<file path="config.mk">
export PLATFORM = sky130hd
export DESIGN_NAME = led_shift_monitor_flat
export DESIGN_NICKNAME = d
export VERILOG_FILES = /design/src/rtl/led_mon_pkg.sv /design/src/rtl/led_shift_monitor_if.sv /design/src/rtl/led_interval_timer.sv /design/src/rtl/led_shift_monitor.sv /design/src/flat_wrapper.sv
export SDC_FILE = /design/constraint.sdc
export NUM_CORES = 1
export LEC_CHECK = 0
export CAP_MARGIN = 20
export CORE_MARGIN = 4
export CORE_UTILIZATION = 64
export DETAILED_ROUTE_END_ITERATION = 6
export DONT_BUFFER_PORTS = 1
export HOLD_SLACK_MARGIN = 0.08
export PLACE_DENSITY = 0.86
export SYNTH_ARGS = -nofsm -noshare
export SYNTH_HDL_FRONTEND = slang
export SYNTH_SLANG_ARGS = --single-unit
</file>
<file path="constraint.sdc">
create_clock -name clk -period 4.3 [get_ports clk]
set_input_delay 0.86 -clock clk [delete_from_list [all_inputs] [get_ports clk]]
set_output_delay 0.86 -clock clk [all_outputs]
set_load 0.005 [all_outputs]
</file>
<file path="src/rtl/led_mon_pkg.sv">
// led_mon_pkg: shared states, fault codes and rotation helpers for the LED shift monitor
package led_mon_pkg;

   typedef enum logic [1:0] {IDLE, ACQUIRE, LOCKED, FAULT} state_t;

   localparam logic [1:0] ERR_NONE    = 2'd0;
   localparam logic [1:0] ERR_PATTERN = 2'd1;
   localparam logic [1:0] ERR_TIMING  = 2'd2;
   localparam logic [1:0] ERR_STALL   = 2'd3;

   function automatic logic [7:0] rotl8(input logic [7:0] v);
      return {v[6:0], v[7]};
   endfunction

   function automatic logic [7:0] rotr8(input logic [7:0] v);
      return {v[0], v[7:1]};
   endfunction

endpackage

</file>
<file path="src/rtl/led_shift_monitor_if.sv">
// led_shift_monitor_if: LED bus under test plus the monitor's status outputs
interface led_shift_monitor_if;

   logic [7:0]  leds_in;
   logic        clr;
   logic        locked;
   logic        dir;
   logic [15:0] shift_cnt;
   logic [31:0] period;
   logic        err;
   logic [1:0]  err_code;

   modport master (output leds_in, clr, input locked, dir, shift_cnt, period, err, err_code);
   modport slave  (input leds_in, clr, output locked, dir, shift_cnt, period, err, err_code);

endinterface

</file>
<file path="src/rtl/led_interval_timer.sv">
// led_interval_timer: saturating cycles-since-change counter with tolerance and stall compares
module led_interval_timer #(
   parameter int unsigned EXP = 100,
   parameter int unsigned TOL = 2
) (
   input  logic        clk,
   input  logic        rst,
   input  logic        change,
   output logic [31:0] interval,
   output logic        good,
   output logic        stall
);

   localparam logic [31:0] LO = EXP - TOL;
   localparam logic [31:0] HI = EXP + TOL;

   logic [31:0] cnt_q, cnt_d;

   // interval is the change-to-change distance if a change lands this cycle; a change restarts the count
   always_comb begin
      interval = &cnt_q ? cnt_q : cnt_q + 32'd1;
      cnt_d    = change ? '0 : interval;
      good     = interval >= LO && interval <= HI;
      stall    = !change && interval > HI;
   end

   // counter register
   always_ff @(posedge clk) begin
      if (rst) cnt_q <= '0;
      else     cnt_q <= cnt_d;
   end

endmodule

</file>
<file path="src/rtl/led_shift_monitor.sv">
// led_shift_monitor: verifies the LED bus rotates one position per expected period; LED_MON_BIDIR_EN also accepts right rotation
module led_shift_monitor
   import led_mon_pkg::*;
#(
   parameter int unsigned CLK_FREQ = 25_000_000,
   parameter int unsigned EXP_DIV  = 4,
   parameter int unsigned TOL      = 2,
   parameter int unsigned LOCK_N   = 2
) (
   input logic clk,
   input logic rst,
   led_shift_monitor_if.slave bus
);

   localparam int unsigned EXP = CLK_FREQ / EXP_DIV;

   state_t      state_q, state_d;
   logic [7:0]  prev_q, prev_d;
   logic [7:0]  good_q, good_d;
   logic        armed_q, armed_d;
   logic        dir_q, dir_d;
   logic [15:0] shift_q, shift_d;
   logic [31:0] period_q, period_d;
   logic [1:0]  code_q, code_d;
   logic        change, is_l, is_r, valid, new_dir, dir_ok, int_good, stall;
   logic [31:0] interval;

   assign change = bus.leds_in != prev_q;
   assign is_l   = bus.leds_in == rotl8(prev_q);
   assign is_r   = bus.leds_in == rotr8(prev_q);
   assign dir_ok = dir_q ? is_r : is_l;

`ifdef LED_MON_BIDIR_EN
   assign valid   = is_l | is_r;
   assign new_dir = (is_l & is_r) ? dir_q : is_r;
`else
   assign valid   = is_l;
   assign new_dir = 1'b0;
`endif

   led_interval_timer #(.EXP(EXP), .TOL(TOL)) u_timer (
      .clk      (clk),
      .rst      (rst),
      .change   (change),
      .interval (interval),
      .good     (int_good),
      .stall    (stall)
   );

   // acquire/lock/fault sequencing; a pattern fault outranks a timing fault on the same change
   always_comb begin
      state_d  = state_q;
      prev_d   = bus.leds_in;
      good_d   = good_q;
      armed_d  = armed_q;
      dir_d    = dir_q;
      shift_d  = shift_q;
      period_d = (change && armed_q && (state_q == ACQUIRE || state_q == LOCKED)) ? interval : period_q;
      code_d   = code_q;
      case (state_q)
         IDLE: begin
            state_d = ACQUIRE;
            armed_d = 1'b0;
            good_d  = '0;
         end
         ACQUIRE: if (change) begin
            armed_d = 1'b1;
            if (armed_q && dir_ok && int_good) begin
               good_d = good_q + 8'd1;
               if (good_d == 8'(LOCK_N)) begin
                  state_d = LOCKED;
                  shift_d = '0;
               end
            end else begin
               good_d = '0;
               dir_d  = valid ? new_dir : dir_q;
            end
         end
         LOCKED: begin
            if (change && !dir_ok) begin
               state_d = FAULT;
               code_d  = ERR_PATTERN;
            end else if (change && !int_good) begin
               state_d = FAULT;
               code_d  = ERR_TIMING;
            end else if (change) begin
               shift_d = shift_q + 16'd1;
            end else if (stall) begin
               state_d = FAULT;
               code_d  = ERR_STALL;
            end
         end
         FAULT: if (bus.clr) begin
            state_d = ACQUIRE;
            code_d  = ERR_NONE;
            good_d  = '0;
            armed_d = 1'b0;
         end
         default: state_d = IDLE;
      endcase
   end

   // state and status registers
   always_ff @(posedge clk) begin
      if (rst) begin
         state_q  <= IDLE;
         prev_q   <= '0;
         good_q   <= '0;
         armed_q  <= 1'b0;
         dir_q    <= 1'b0;
         shift_q  <= '0;
         period_q <= '0;
         code_q   <= ERR_NONE;
      end else begin
         state_q  <= state_d;
         prev_q   <= prev_d;
         good_q   <= good_d;
         armed_q  <= armed_d;
         dir_q    <= dir_d;
         shift_q  <= shift_d;
         period_q <= period_d;
         code_q   <= code_d;
      end
   end

   assign bus.locked    = state_q == LOCKED;
   assign bus.err       = state_q == FAULT;
   assign bus.dir       = dir_q;
   assign bus.shift_cnt = shift_q;
   assign bus.period    = period_q;
   assign bus.err_code  = code_q;

endmodule
</file>
<file path="src/flat_wrapper.sv">
// flat-port wrapper written by rule: the top's interface ports become plain ports
module led_shift_monitor_flat import led_mon_pkg::*;
#(
   parameter int unsigned CLK_FREQ = 25_000_000,
   parameter int unsigned EXP_DIV  = 4,
   parameter int unsigned TOL      = 2,
   parameter int unsigned LOCK_N   = 2
)
  (clk, rst, bus_leds_in, bus_clr, bus_locked, bus_dir, bus_shift_cnt, bus_period, bus_err, bus_err_code);
  led_shift_monitor_if bus_i ();
  input logic clk;
  input logic rst;
  input wire logic [$bits(bus_i.leds_in)-1:0] bus_leds_in;
  input wire logic [$bits(bus_i.clr)-1:0] bus_clr;
  output wire logic [$bits(bus_i.locked)-1:0] bus_locked;
  output wire logic [$bits(bus_i.dir)-1:0] bus_dir;
  output wire logic [$bits(bus_i.shift_cnt)-1:0] bus_shift_cnt;
  output wire logic [$bits(bus_i.period)-1:0] bus_period;
  output wire logic [$bits(bus_i.err)-1:0] bus_err;
  output wire logic [$bits(bus_i.err_code)-1:0] bus_err_code;
  assign bus_i.leds_in = bus_leds_in;
  assign bus_i.clr = bus_clr;
  assign bus_locked = bus_i.locked;
  assign bus_dir = bus_i.dir;
  assign bus_shift_cnt = bus_i.shift_cnt;
  assign bus_period = bus_i.period;
  assign bus_err = bus_i.err;
  assign bus_err_code = bus_i.err_code;
  led_shift_monitor #(.CLK_FREQ(CLK_FREQ), .EXP_DIV(EXP_DIV), .TOL(TOL), .LOCK_N(LOCK_N)) u_core (.clk(clk), .rst(rst), .bus(bus_i));
endmodule
</file>
==> metrics.md, run 1 <==
| Metric | Value |
|---|---|
| Dominant cells by area after synthesis | `dfxtp_1 37%, nor2_1 7.2%, xnor2_1 4.7%` |
| R2r worst-path depth | `10` |
| Routed wire length per instance | `17.1 um` |
| Detailed Route WL | `12,800 um` |
| Destination of the critical timing path | `u_core.bus.shift_cnt[2]` |
| Starting density of the core | `65.7%` |
| Crit end category | `flip-flop` |
| Maximum number of pins on one net before global-route repair | `70` |
| Net count of the mapped netlist | `670` |
| Die Footprint | `9970 um^2` |
| Number of detailed-route iterations in the first pass | `6` |
| Pwr Density | `358 nW/um^2` |
| Power share of the clock group | `29.8%` |
| Worst setup timing slack at the placement stage | `0.118 ns` |
| Synthesis Warnings | `0` |
| Number of placed I/O pins | `64` |
| DIE HEIGHT | `99.8 um` |
| Total grt overflow | `0` |
| Num CTS Buffers | `9` |
| Overall routing resource usage | `26.0%` |
| CP required | `4.61 ns` |
| Biggest cell delay along the critical path | `0.58 ns` |
| Worst endpoint data arrival time | `4.35 ns` |
| Sequential element share of the synthesized area | `37.5%` |
| Synthesized cell area | `5400 um^2` |
| Peak fanout along the critical path | `8` |
| Result of the run | `finished clean` |
| Worst relative slew slack | `43.0%` |
| RD Place Congestion | `0.912` |
| Part of the total power dissipated in combinational logic | `19.0%` |
| Setup-violating endpoint count in the final report | `0` |
| Area inside the core boundary | `8220 um^2` |
| Via count of the first global-routing pass | `4,546` |
| Worst Skew | `0.0120 ns` |
| Count of cell types in the netlist | `78` |
| Most instantiated flip-flop cell in the synthesis netlist | `dfxtp_1` |
| Most used cells in the layout excluding fill and tap cells | `102 x nor2_1, 101 x dfxtp_1, 33 x a21oi_1, 32 x nand2_1, 30 x a211oi_1` |
| Cells after synthesis | `651` |
| Path class of the lowest-slack min-delay path | `flip-flop to flip-flop` |
| Avg Inst Size Synth | `8.29 um^2` |
| Instance count on the critical path | `10` |
| Number of antenna cells inserted | `0` |
| Cell taking the most area after synthesis | `dfxtp_1` |
| Number of DRC markers after the initial detailed-route iteration | `271` |
| Count of vias placed by the detailed router | `4,762` |
| Hold-fix buffers, CTS | `0` |
| Layout cell share with drive strength beyond 1 | `9.12%` |
| Number of nets at the end of the flow | `661` |
| Bufs on Longest Clock Path | `2` |
| Leakage power figure | `0.00187 uW` |
| Area fraction of the dominant cell type after synthesis | `37.5%` |
| Internal power | `1430 uW` |
| Initial antenna violation count | `0` |
| Top achievable clock speed | `247 MHz` |
| Number of enable flip-flop cells after synthesis | `0` |
| Worst path top cell family by delay | `simple AND/OR/NAND/NOR gates` |
| Critical path origin | `u_core.u_timer.cnt_q[8]` |
| Power spent charging and discharging nets | `628 uW` |
| Crit Path Class | `flip-flop to flip-flop` |
| Final HPWL from detailed placement | `9250 um` |
| Worst-margin pin slew | `0.850 ns` |
| Final Hold Vio Count | `0` |
| Number of max-slew violations in the final report | `0` |
| Clk sinks | `101` |
| Critical R2R Capture | `u_core.bus.shift_cnt[2]` |
| Switching fraction of total power | `30.5%` |
| Global-route wire length before repair | `21,400 um` |
| Register-to-register path setup slack | `0.26 ns` |
| Series of cell instances along the critical path | `nand3_2 > or4_1 > or3_1 > or3_1 > xor2_1 > nand4_2 > nor4_1 > o21ai_1 > or4_1 > a21oi_1` |
| Total number of placement rows | `33` |
| Min Clock Period, post-route | `4.04 ns` |
| Count of non-filler cells in the finished layout | `752` |
| CP startpoint kind | `flip-flop` |
| Hold_sp | `u_core.bus.period[14]` |
| Filler Cell Count | `696` |
| Cell total after placement | `729` |
| Fin worst setup slack | `0.259 ns` |
| Worst path bufs/invs | `0` |
| Sequential share of power | `51.2%` |
| Most common cell after layout, fill and taps aside | `nor2_1` |
| CTS tree | `built` |
| Share of the cycle needed by the critical path after routing | `94.0%` |
| Worst vdd ir | `308 uV` |
| Clock Latency Late Sink | `0.37 ns` |
| Share of flip-flops with an asynchronous set or reset after synthesis | `0%` |
| Via count normalized by instance count | `6.33` |
| Worst-path cell with the longest stage delay | `or4_1` |
| Max-capacitance violation count | `0` |
| Residual antenna-violating net count after detailed routing | `0` |
| Reg-to-Reg Start | `u_core.u_timer.cnt_q[8]` |
| Growth of design area from synthesis to finish | `6.49%` |
| Hold Path Cell Cnt | `2` |
| Post-CTS clock slew at the launch and capture registers of the worst setup and hold paths | `0.10 ns` |
| Register bit count reported by yosys | `101` |
| X dimension of the die | `99.8 um` |
| Number of H-tree levels | `3` |
| Count of buffers inserted at the top-level ports | `0` |
| Clock Tree Root | `clkbuf_8` |
| # DRC | `0` |
## worst min-delay path: stages, from the launching register on
cell and delay [ns]:
dfxtp_1 0.34, nand2_1 0.06, a21oi_1 0.05
## how the worst min path moves through the flow
stage,to,slack (ns)
global placement,u_core.bus.period[14],0.47
finish,u_core.bus.period[14],0.49
global route,u_core.bus.period[14],0.51
floorplan,u_core.bus.period[14],0.45
detailed placement,u_core.bus.period[14],0.47
CTS,u_core.bus.period[14],0.49
## kinds of logic after synthesis
family | Yosys count | share of synthesized area (%)
and+or+nand+nor | 285 | 28.8
AOI/OAI and AO/OA | 152 | 19.3
DFF | 101 | 37.5
buffers and inverters | 57 | 4.59
xor gates and xnor gates | 39 | 6.33
adders and majority gates | 8 | 1.85
muxes | 8 | 1.55
other | 1 | 0.0695
## routing by layer
layer / share of wire, % / vias up / global-route usage [%]
met2: 48 / 168 / 42.3
met3: 6.9 / 20 / 5.56
li1: - / 2350 / -
met1: 44 / 2224 / 33.7
met4: 1.7 / 0 / 10.3
met5: 0 / - / 0
## area by class of cell
type	count	area [um^2]	area share (%)
multi-input cells	493	3160	55.0
flip-flops and latches	101	2020	35.2
repair buffers	21	178	3.09
well taps	105	131	2.29
clock buffers	10	128	2.22
clock inverters	6	70.1	1.22
inverters	16	60.1	1.05
## synthesized netlist by cell type, types with 5 or more instances
master / count
xor2_1: 10
nor3b_1: 6
a21oi_1: 33
or3_1: 7
xnor2_1: 29
dfxtp_1: 101
buf_2: 9
nand4_1: 16
clkbuf_1: 26
nand3_1: 23
nor2_1: 103
ha_1: 8
mux2i_1: 5
nand2b_1: 9
nor2b_1: 11
nor3_1: 15
and3_1: 14
inv_1: 15
and4_1: 5
nand2_1: 32
nor4_1: 11
o2111ai_1: 5
o21ai_1: 8
o21ai_0: 23
a211oi_1: 30
o31ai_1: 7
a31oi_1: 6
## power by group through the flow
stage               Combinational, uW  Clock (uW)  Sequential [uW]
floorplan                         307           0             1060
global placement                  366           0             1070
detailed placement                384           0             1080
CTS                               385         618             1050
global route                      443         658             1060
finish                            390         613             1050
## stage by stage
| step | TNS, ns | area, um^2 | utilization [%] | hold slack (ns) | power (uW) |
|---|---|---|---|---|---|
| 2_1_floorplan | 0 | 5400 | - | 0.453 | 1370 |
| 3_3_place_gp | 0 | 5450 | 66.3 | 0.468 | 1440 |
| 5_1_grt | -0.0102 | 5750 | 69.9 | 0.505 | 2160 |
| 6_report | 0 | 5750 | 69.9 | 0.491 | 2060 |
| 4_1_cts | 0 | 5650 | 68.7 | 0.488 | 2060 |
| 3_5_place_dp | 0 | 5450 | 66.3 | 0.475 | 1460 |
## state kept, by name, indices dropped and copies added, names as in the netlist
register              count
u_core.armed_q            1
u_core.bus.err_code       2
u_core.bus.period        32
u_core.bus.shift_cnt     16
u_core.good_q             8
u_core.prev_q             8
u_core.state_q            2
u_core.u_timer.cnt_q     32
## what timing repair did
action	4_1_cts	5_1_grt
setup buffers	0	6
gates resized for setup	0	6
setup endpoints to repair	0	26
No activity file was read; power rests on OpenSTA's default activity.
==> run 2: changes to the inputs <==
--- a/config.mk
+++ b/config.mk
@@ -11,7 +11,7 @@
 export DETAILED_ROUTE_END_ITERATION = 6
 export DONT_BUFFER_PORTS = 1
 export HOLD_SLACK_MARGIN = 0.08
-export PLACE_DENSITY = 0.86
+export PLACE_DENSITY = 0.83
 export SYNTH_ARGS = -nofsm -noshare
 export SYNTH_HDL_FRONTEND = slang
 export SYNTH_SLANG_ARGS = --single-unit
==> run 2 against run 1 <==
  * Setup slack better by 0.023 ns
  * Via count fell by 0.67%
  * Die area stayed put
  * Sequential share of layout area grew 0.054 points
  * Hold slack worse by 0.0060 ns
==> metrics.md, run 2 (same netlist as run 1, synthesis figures left out) <==
| Metric | Value |
|---|---|
| Growth of design area from synthesis to finish | `6.33%` |
| Most common cell after layout, fill and taps aside | `nor2_1` |
| Number of max-slew violations in the final report | `0` |
| Hold-fix buffers, CTS | `0` |
| CTS tree | `built` |
| Result of the run | `finished clean` |
| Share of the cycle needed by the critical path after routing | `93.5%` |
| Number of H-tree levels | `3` |
| Reg-to-Reg Start | `u_core.u_timer.cnt_q[0]` |
| Setup-violating endpoint count in the final report | `0` |
| Final HPWL from detailed placement | `9090 um` |
| Power spent charging and discharging nets | `637 uW` |
| Area inside the core boundary | `8220 um^2` |
| Path class of the lowest-slack min-delay path | `flip-flop to flip-flop` |
| Sequential share of power | `51.0%` |
| Crit end category | `flip-flop` |
| Via count of the first global-routing pass | `4,495` |
| Layout cell share with drive strength beyond 1 | `9.02%` |
| Final TNS setup | `0 ns` |
| Overall routing resource usage | `25.9%` |
| Setup repair after global routing missed its margin | `no` |
| CP required | `4.56 ns` |
| CP startpoint kind | `flip-flop` |
| Num CTS Buffers | `9` |
| Total grt overflow | `0` |
| Worst relative slew slack | `44.8%` |
| Clock Tree Root | `clkbuf_8` |
| Worst Skew | `0.0101 ns` |
| R2r worst-path depth | `13` |
| Part of the total power dissipated in combinational logic | `18.8%` |
| Routed wire length per instance | `16.8 um` |
| Number of antenna cells inserted | `0` |
| Via count normalized by instance count | `6.32` |
| Max-capacitance violation count | `0` |
| Number of nets at the end of the flow | `657` |
| Peak fanout along the critical path | `8` |
| Total number of placement rows | `33` |
| Clk sinks | `101` |
| Initial antenna violation count | `0` |
| Number of detailed-route iterations in the first pass | `5` |
| Worst-margin pin slew | `0.822 ns` |
| Detailed Route WL | `12,600 um` |
| Switching fraction of total power | `30.8%` |
| Post-CTS clock slew at the launch and capture registers of the worst setup and hold paths | `0.10 ns` |
| Count of non-filler cells in the finished layout | `748` |
| DIE HEIGHT | `99.8 um` |
| Fin worst setup slack | `0.281 ns` |
| Residual antenna-violating net count after detailed routing | `0` |
| Most used cells in the layout excluding fill and tap cells | `102 x nor2_1, 101 x dfxtp_1, 33 x a21oi_1, 32 x nand2_1, 30 x a211oi_1` |
| Worst setup timing slack at the placement stage | `0.136 ns` |
| Count of vias placed by the detailed router | `4,730` |
| Register-to-register path setup slack | `0.28 ns` |
| RD Place Congestion | `0.923` |
| Hold_sp | `u_core.bus.period[14]` |
| Bufs on Longest Clock Path | `2` |
| Hold Path Cell Cnt | `2` |
| Global-route wire length before repair | `21,500 um` |
| Critical R2R Capture | `u_core.state_q[0]` |
| Biggest cell delay along the critical path | `0.49 ns` |
| Worst-path cell with the longest stage delay | `or3b_4` |
| Critical path origin | `u_core.u_timer.cnt_q[0]` |
| End-of-flow core utilization | `69.8%` |
| Final Hold Vio Count | `0` |
| X dimension of the die | `99.8 um` |
| Min Clock Period, post-route | `4.02 ns` |
| Top achievable clock speed | `249 MHz` |
| Worst vdd ir | `228 uV` |
| Area of placed instances | `5460 um^2` |
| Finished Cell Area | `5740 um^2` |
| Number of DRC markers after the initial detailed-route iteration | `233` |
| Power share of the clock group | `30.3%` |
| # DRC | `0` |
| Pwr Density | `360 nW/um^2` |
| Starting density of the core | `65.7%` |
| Worst Hold End | `u_core.bus.period[14]` |
| Internal power | `1430 uW` |
| Series of cell instances along the critical path | `ha_2 > nand4_2 > or3_4 > nor2_1 > o21ai_0 > nor4b_2 > or3b_4 > nor4b_4 > buf_4 > nor3_1 > o32ai_2 > a211oi_2 > mux2_1` |
| Die Footprint | `9970 um^2` |
| Maximum number of pins on one net before global-route repair | `70` |
| Leakage power figure | `0.00185 uW` |
| Count of buffers inserted at the top-level ports | `0` |
| Clock Latency Late Sink | `0.37 ns` |
| Number of placed I/O pins | `64` |
| Worst endpoint data arrival time | `4.28 ns` |
| Crit Path Class | `flip-flop to flip-flop` |
| Cell total after placement | `730` |
run 2: worst max-delay path: cells and delay by family (launching register included):
kind                     cells  cell delay [ns]
AND/OR/NAND/NOR              7             2.01
AO/OA/AOI/OAI                3             0.64
flip-flops                   1             0.43
multiplexers                 1             0.34
adder cells (fa/ha/maj)      1             0.28
buffers and inverters        1             0.20
run 2: cell type report:
cell class / count / area (um^2)
Inverter: 16 / 60.1
Timing Repair Buffer: 17 / 148
Multi-Input combinational cell: 493 / 3180
Tap cell: 105 / 131
Fill cell: 661 / 2480
Clock buffer: 9 / 124
Sequential cell: 101 / 2020
Clock inverter: 7 / 77.6
run 2: worst max path at each step:
stage / to / slack [ns] / cells past startpoint
floorplan: u_core.state_q[0] / 0.41 / 14
global placement: u_core.bus.shift_cnt[9] / 0.29 / 11
detailed placement: u_core.bus.shift_cnt[5] / 0.14 / 12
CTS: u_core.bus.shift_cnt[5] / 0.1 / 12
global route: u_core.state_q[0] / 0.05 / 13
finish: u_core.state_q[0] / 0.28 / 13
run 2: power by group through the flow:
stage	sequential [uW]	clock (uW)	combinational, uW
floorplan	1060	0	307
global placement	1070	0	357
detailed placement	1080	0	373
CTS	1050	634	374
global route	1060	675	436
finish	1050	625	387
run 2: per-layer routing:
metal	vias to the layer above	wire length [um]	GRT usage [%]
met5	-	0	0
met4	0	143	8.72
met3	17	828	5.49
met2	169	6170	42.4
met1	2207	5450	34.1
li1	2337	-	-
run 2: repair_timing:
action	CTS	global route
setup endpoints to repair	0	24
resized for setup	0	9
buffers inserted	0	1
run 2: per-stage QoR:
step / total power (uW) / hold WS, ns
floorplan: 1370 / 0.453
global placement: 1430 / 0.462
global route: 2170 / 0.510
finish: 2060 / 0.485
detailed placement: 1450 / 0.471
CTS: 2060 / 0.486
==> run 3: changes to the inputs <==
--- a/config.mk
+++ b/config.mk
@@ -5,6 +5,7 @@
 export SDC_FILE = /design/constraint.sdc
 export NUM_CORES = 1
 export LEC_CHECK = 0
+export ABC_AREA = 1
 export CAP_MARGIN = 20
 export CORE_MARGIN = 4
 export CORE_UTILIZATION = 64
@@ -12,6 +13,7 @@
 export DONT_BUFFER_PORTS = 1
 export HOLD_SLACK_MARGIN = 0.08
 export PLACE_DENSITY = 0.83
+export SETUP_SLACK_MARGIN = 0.3
 export SYNTH_ARGS = -nofsm -noshare
 export SYNTH_HDL_FRONTEND = slang
 export SYNTH_SLANG_ARGS = --single-unit
==> run 3 against run 2 <==
  * Utilization up 0.19 points
  * Clock skew grew 0.0050 ns
  * Count of clock-buffer cells in the layout up 3
  * Global-route usage grew 2.0 points
  * Cell area up 2.3%
  * Critical path type unchanged
  * Register-to-register slack better by 0.52 ns
  * Total power up 18%
  * Wire length increased by 12%
  * Sequential power grew 11%
  * Critical path depth is 8 higher
  * Combinational power rose by 64%
  * Clock power increased by 2%
==> metrics.md, run 3 <==
| Metric | Value |
|---|---|
| Dominant cells by area after synthesis | `dfxtp_1 36%, nand2_1 15%, nor2_1 11%` |
| Number of detailed-route iterations in the first pass | `5` |
| Synthesized cell area | `5620 um^2` |
| Combined area of the multi-input logic cells | `3040 um^2` |
| Ranking of synthesized cells by instance count | `224 x nand2_1, 166 x nor2_1, 116 x inv_1` |
| Residual antenna-violating net count after detailed routing | `0` |
| CTS tree | `built` |
| Starting density of the core | `67.0%` |
| Count of buffers inserted at the top-level ports | `0` |
| Worst Skew | `0.0152 ns` |
| Clk sinks | `101` |
| Num CTS Buffers | `9` |
| Min Clock Period, post-route | `3.50 ns` |
| Power spent charging and discharging nets | `873 uW` |
| Hold-fix buffers, CTS | `0` |
| Path class of the lowest-slack min-delay path | `flip-flop to flip-flop` |
| Synthesis Warnings | `0` |
| Most common cell after layout, fill and taps aside | `nand2_1` |
| Cell taking the most area after synthesis | `dfxtp_1` |
| Bufs on Longest Clock Path | `2` |
| Clock Latency Late Sink | `0.37 ns` |
| Sequential element share of the synthesized area | `36.0%` |
| Count of cell types in the netlist | `35` |
| # DRC | `0` |
| Area fraction of the dominant cell type after synthesis | `36.0%` |
| Max-capacitance violation count | `0` |
| Clock Tree Root | `clkbuf_8` |
| Layout cell share with drive strength beyond 1 | `5.79%` |
| Growth of design area from synthesis to finish | `4.45%` |
| Area inside the core boundary | `8380 um^2` |
| Final Hold Vio Count | `0` |
| End-of-flow core utilization | `70.0%` |
| Crit Path Class | `flip-flop to flip-flop` |
| Leakage power figure | `0.00256 uW` |
| Filler Cell Count | `772` |
| Peak fanout along the critical path | `33` |
| Most instantiated flip-flop cell in the synthesis netlist | `dfxtp_1` |
| Worst vdd ir | `269 uV` |
| Internal power | `1570 uW` |
| CP required | `4.60 ns` |
| Via count of the first global-routing pass | `4,926` |
| Worst endpoint data arrival time | `3.80 ns` |
| Part of the total power dissipated in combinational logic | `26.0%` |
| Most used cells in the layout excluding fill and tap cells | `224 x nand2_1, 166 x nor2_1, 116 x inv_1, 101 x dfxtp_1, 53 x nand3_1` |
| Final HPWL from detailed placement | `10,600 um` |
| Setup-violating endpoint count in the final report | `0` |
| Total number of placement rows | `33` |
| Number of enable flip-flop cells after synthesis | `0` |
| X dimension of the die | `102 um` |
| Number of nets at the end of the flow | `895` |
| Share of flip-flops with an asynchronous set or reset after synthesis | `0%` |
| Worst-margin pin slew | `0.775 ns` |
| Maximum number of pins on one net before global-route repair | `61` |
| Result of the run | `finished clean` |
| Register bit count reported by yosys | `101` |
| Total area of sequential cells | `2020 um^2` |
| Number of DRC markers after the initial detailed-route iteration | `247` |
| Cells after synthesis | `887` |
| Via count normalized by instance count | `5.44` |
| Setup repair after global routing missed its margin | `no` |
| Routed wire length per instance | `14.3 um` |
| Most repeated cell in the gate-level netlist after synthesis | `nand2_1` |
| RD Place Congestion | `1.00` |
| Power share of the clock group | `26.1%` |
| Sequential share of power | `47.9%` |
| Number of H-tree levels | `3` |
| Net count of the mapped netlist | `906` |
| CP startpoint kind | `flip-flop` |
| Global-route wire length before repair | `23,000 um` |
| Initial antenna violation count | `0` |
| Crit end category | `flip-flop` |
| Total grt overflow | `0` |
| Worst relative slew slack | `48.3%` |
| Share of the cycle needed by the critical path after routing | `81.4%` |
| DIE HEIGHT | `102 um` |
| Final TNS setup | `0 ns` |
| Die Footprint | `10,300 um^2` |
| Overall power after layout | `2440 uW` |
| Number of antenna cells inserted | `0` |
| Number of max-slew violations in the final report | `0` |
| Worst slack on hold paths | `0.464 ns` |
| Post-CTS clock slew at the launch and capture registers of the worst setup and hold paths | `0.10 ns` |
| Top achievable clock speed | `286 MHz` |
| Avg Inst Size Synth | `6.33 um^2` |
| Switching fraction of total power | `35.8%` |
| Detailed Route WL | `14,100 um` |
| Count of vias placed by the detailed router | `5,364` |
| Number of placed I/O pins | `64` |
| Pwr Density | `416 nW/um^2` |
| Overall routing resource usage | `27.9%` |
[run 3: critical path, stage by stage, from the launching register on]
cell and delay [ns]:
dfxtp_1 0.50, ha_1 0.36, inv_2 0.07, nor2_4 0.19
nand2_4 0.10, nor2_8 0.17, nand2_4 0.22, nand2_2 0.15
inv_2 0.05, nor2_2 0.08, nand2_1 0.10, nor2_2 0.14
inv_1 0.06, nor2_1 0.09, nand3_1 0.10, nand2_2 0.12
nand4_1 0.12, nand2_2 0.23, nand3_4 0.21, inv_2 0.20
nor2_1 0.07, nor2_1 0.09
[run 3: cell type report]
type	instances	share of cell area, %
inverter	119	7.61
clock inverter	4	0.917
multi-input combinational	642	51.8
tap	105	2.24
sequential	101	34.4
timing repair buffer	3	0.384
clock buffer	12	2.64
[run 3: worst paths after layout]
path | slack [ns] | end | cells past startpoint | start
min reg2reg | 0.46 | u_core.armed_q | 2 | u_core.armed_q
max | 0.80 | u_core.bus.shift_cnt[10] | 21 | u_core.u_timer.cnt_q[0]
min | 0.46 | u_core.armed_q | 2 | u_core.armed_q
max reg2reg | 0.80 | u_core.bus.shift_cnt[10] | 21 | u_core.u_timer.cnt_q[0]
[run 3: metrics by stage]
| stage | area [um^2] | cells | setup slack (ns) |
|---|---|---|---|
| finish | 5870 | 986 | 0.799 |
| global route | 5870 | 986 | 0.383 |
| CTS | 5860 | 986 | 0.750 |
| detailed placement | 5660 | 970 | 0.831 |
| global placement | 5660 | 970 | 0.956 |
| floorplan | 5620 | 887 | 1.60 |
[run 3: per-layer routing]
| layer | part of all wire (%) | wire, um | track usage (%) |
|---|---|---|---|
| met1 | 44 | 6260 | 36.9 |
| met2 | 45 | 6290 | 44.5 |
| met3 | 8.8 | 1240 | 8.20 |
| met4 | 2.2 | 315 | 7.57 |
| met5 | 0 | 0 | 0 |
[run 3: cells by family after synthesis]
logic type	synth area share [%]
other	0.0667
AND/OR/NAND/NOR	39.5
flip-flops	36.0
buffers and inverters	10.1
adder cells (fa/ha/maj)	1.78
AO/OA/AOI/OAI	8.97
XOR/XNOR	3.58
[run 3: repair_timing]
item	in CTS	in global routing
buffers inserted	0	0
endpoints found under the setup margin	0	5
gates resized for setup	0	1
[run 3: power groups by stage]
stage / sequential, uW / clock, uW / combinational [uW]
final: 1170 / 638 / 634
after global routing: 1190 / 695 / 729
after CTS: 1170 / 647 / 631
after detailed placement: 1190 / 0 / 623
after global placement: 1190 / 0 / 591
after floorplan: 1150 / 0 / 538
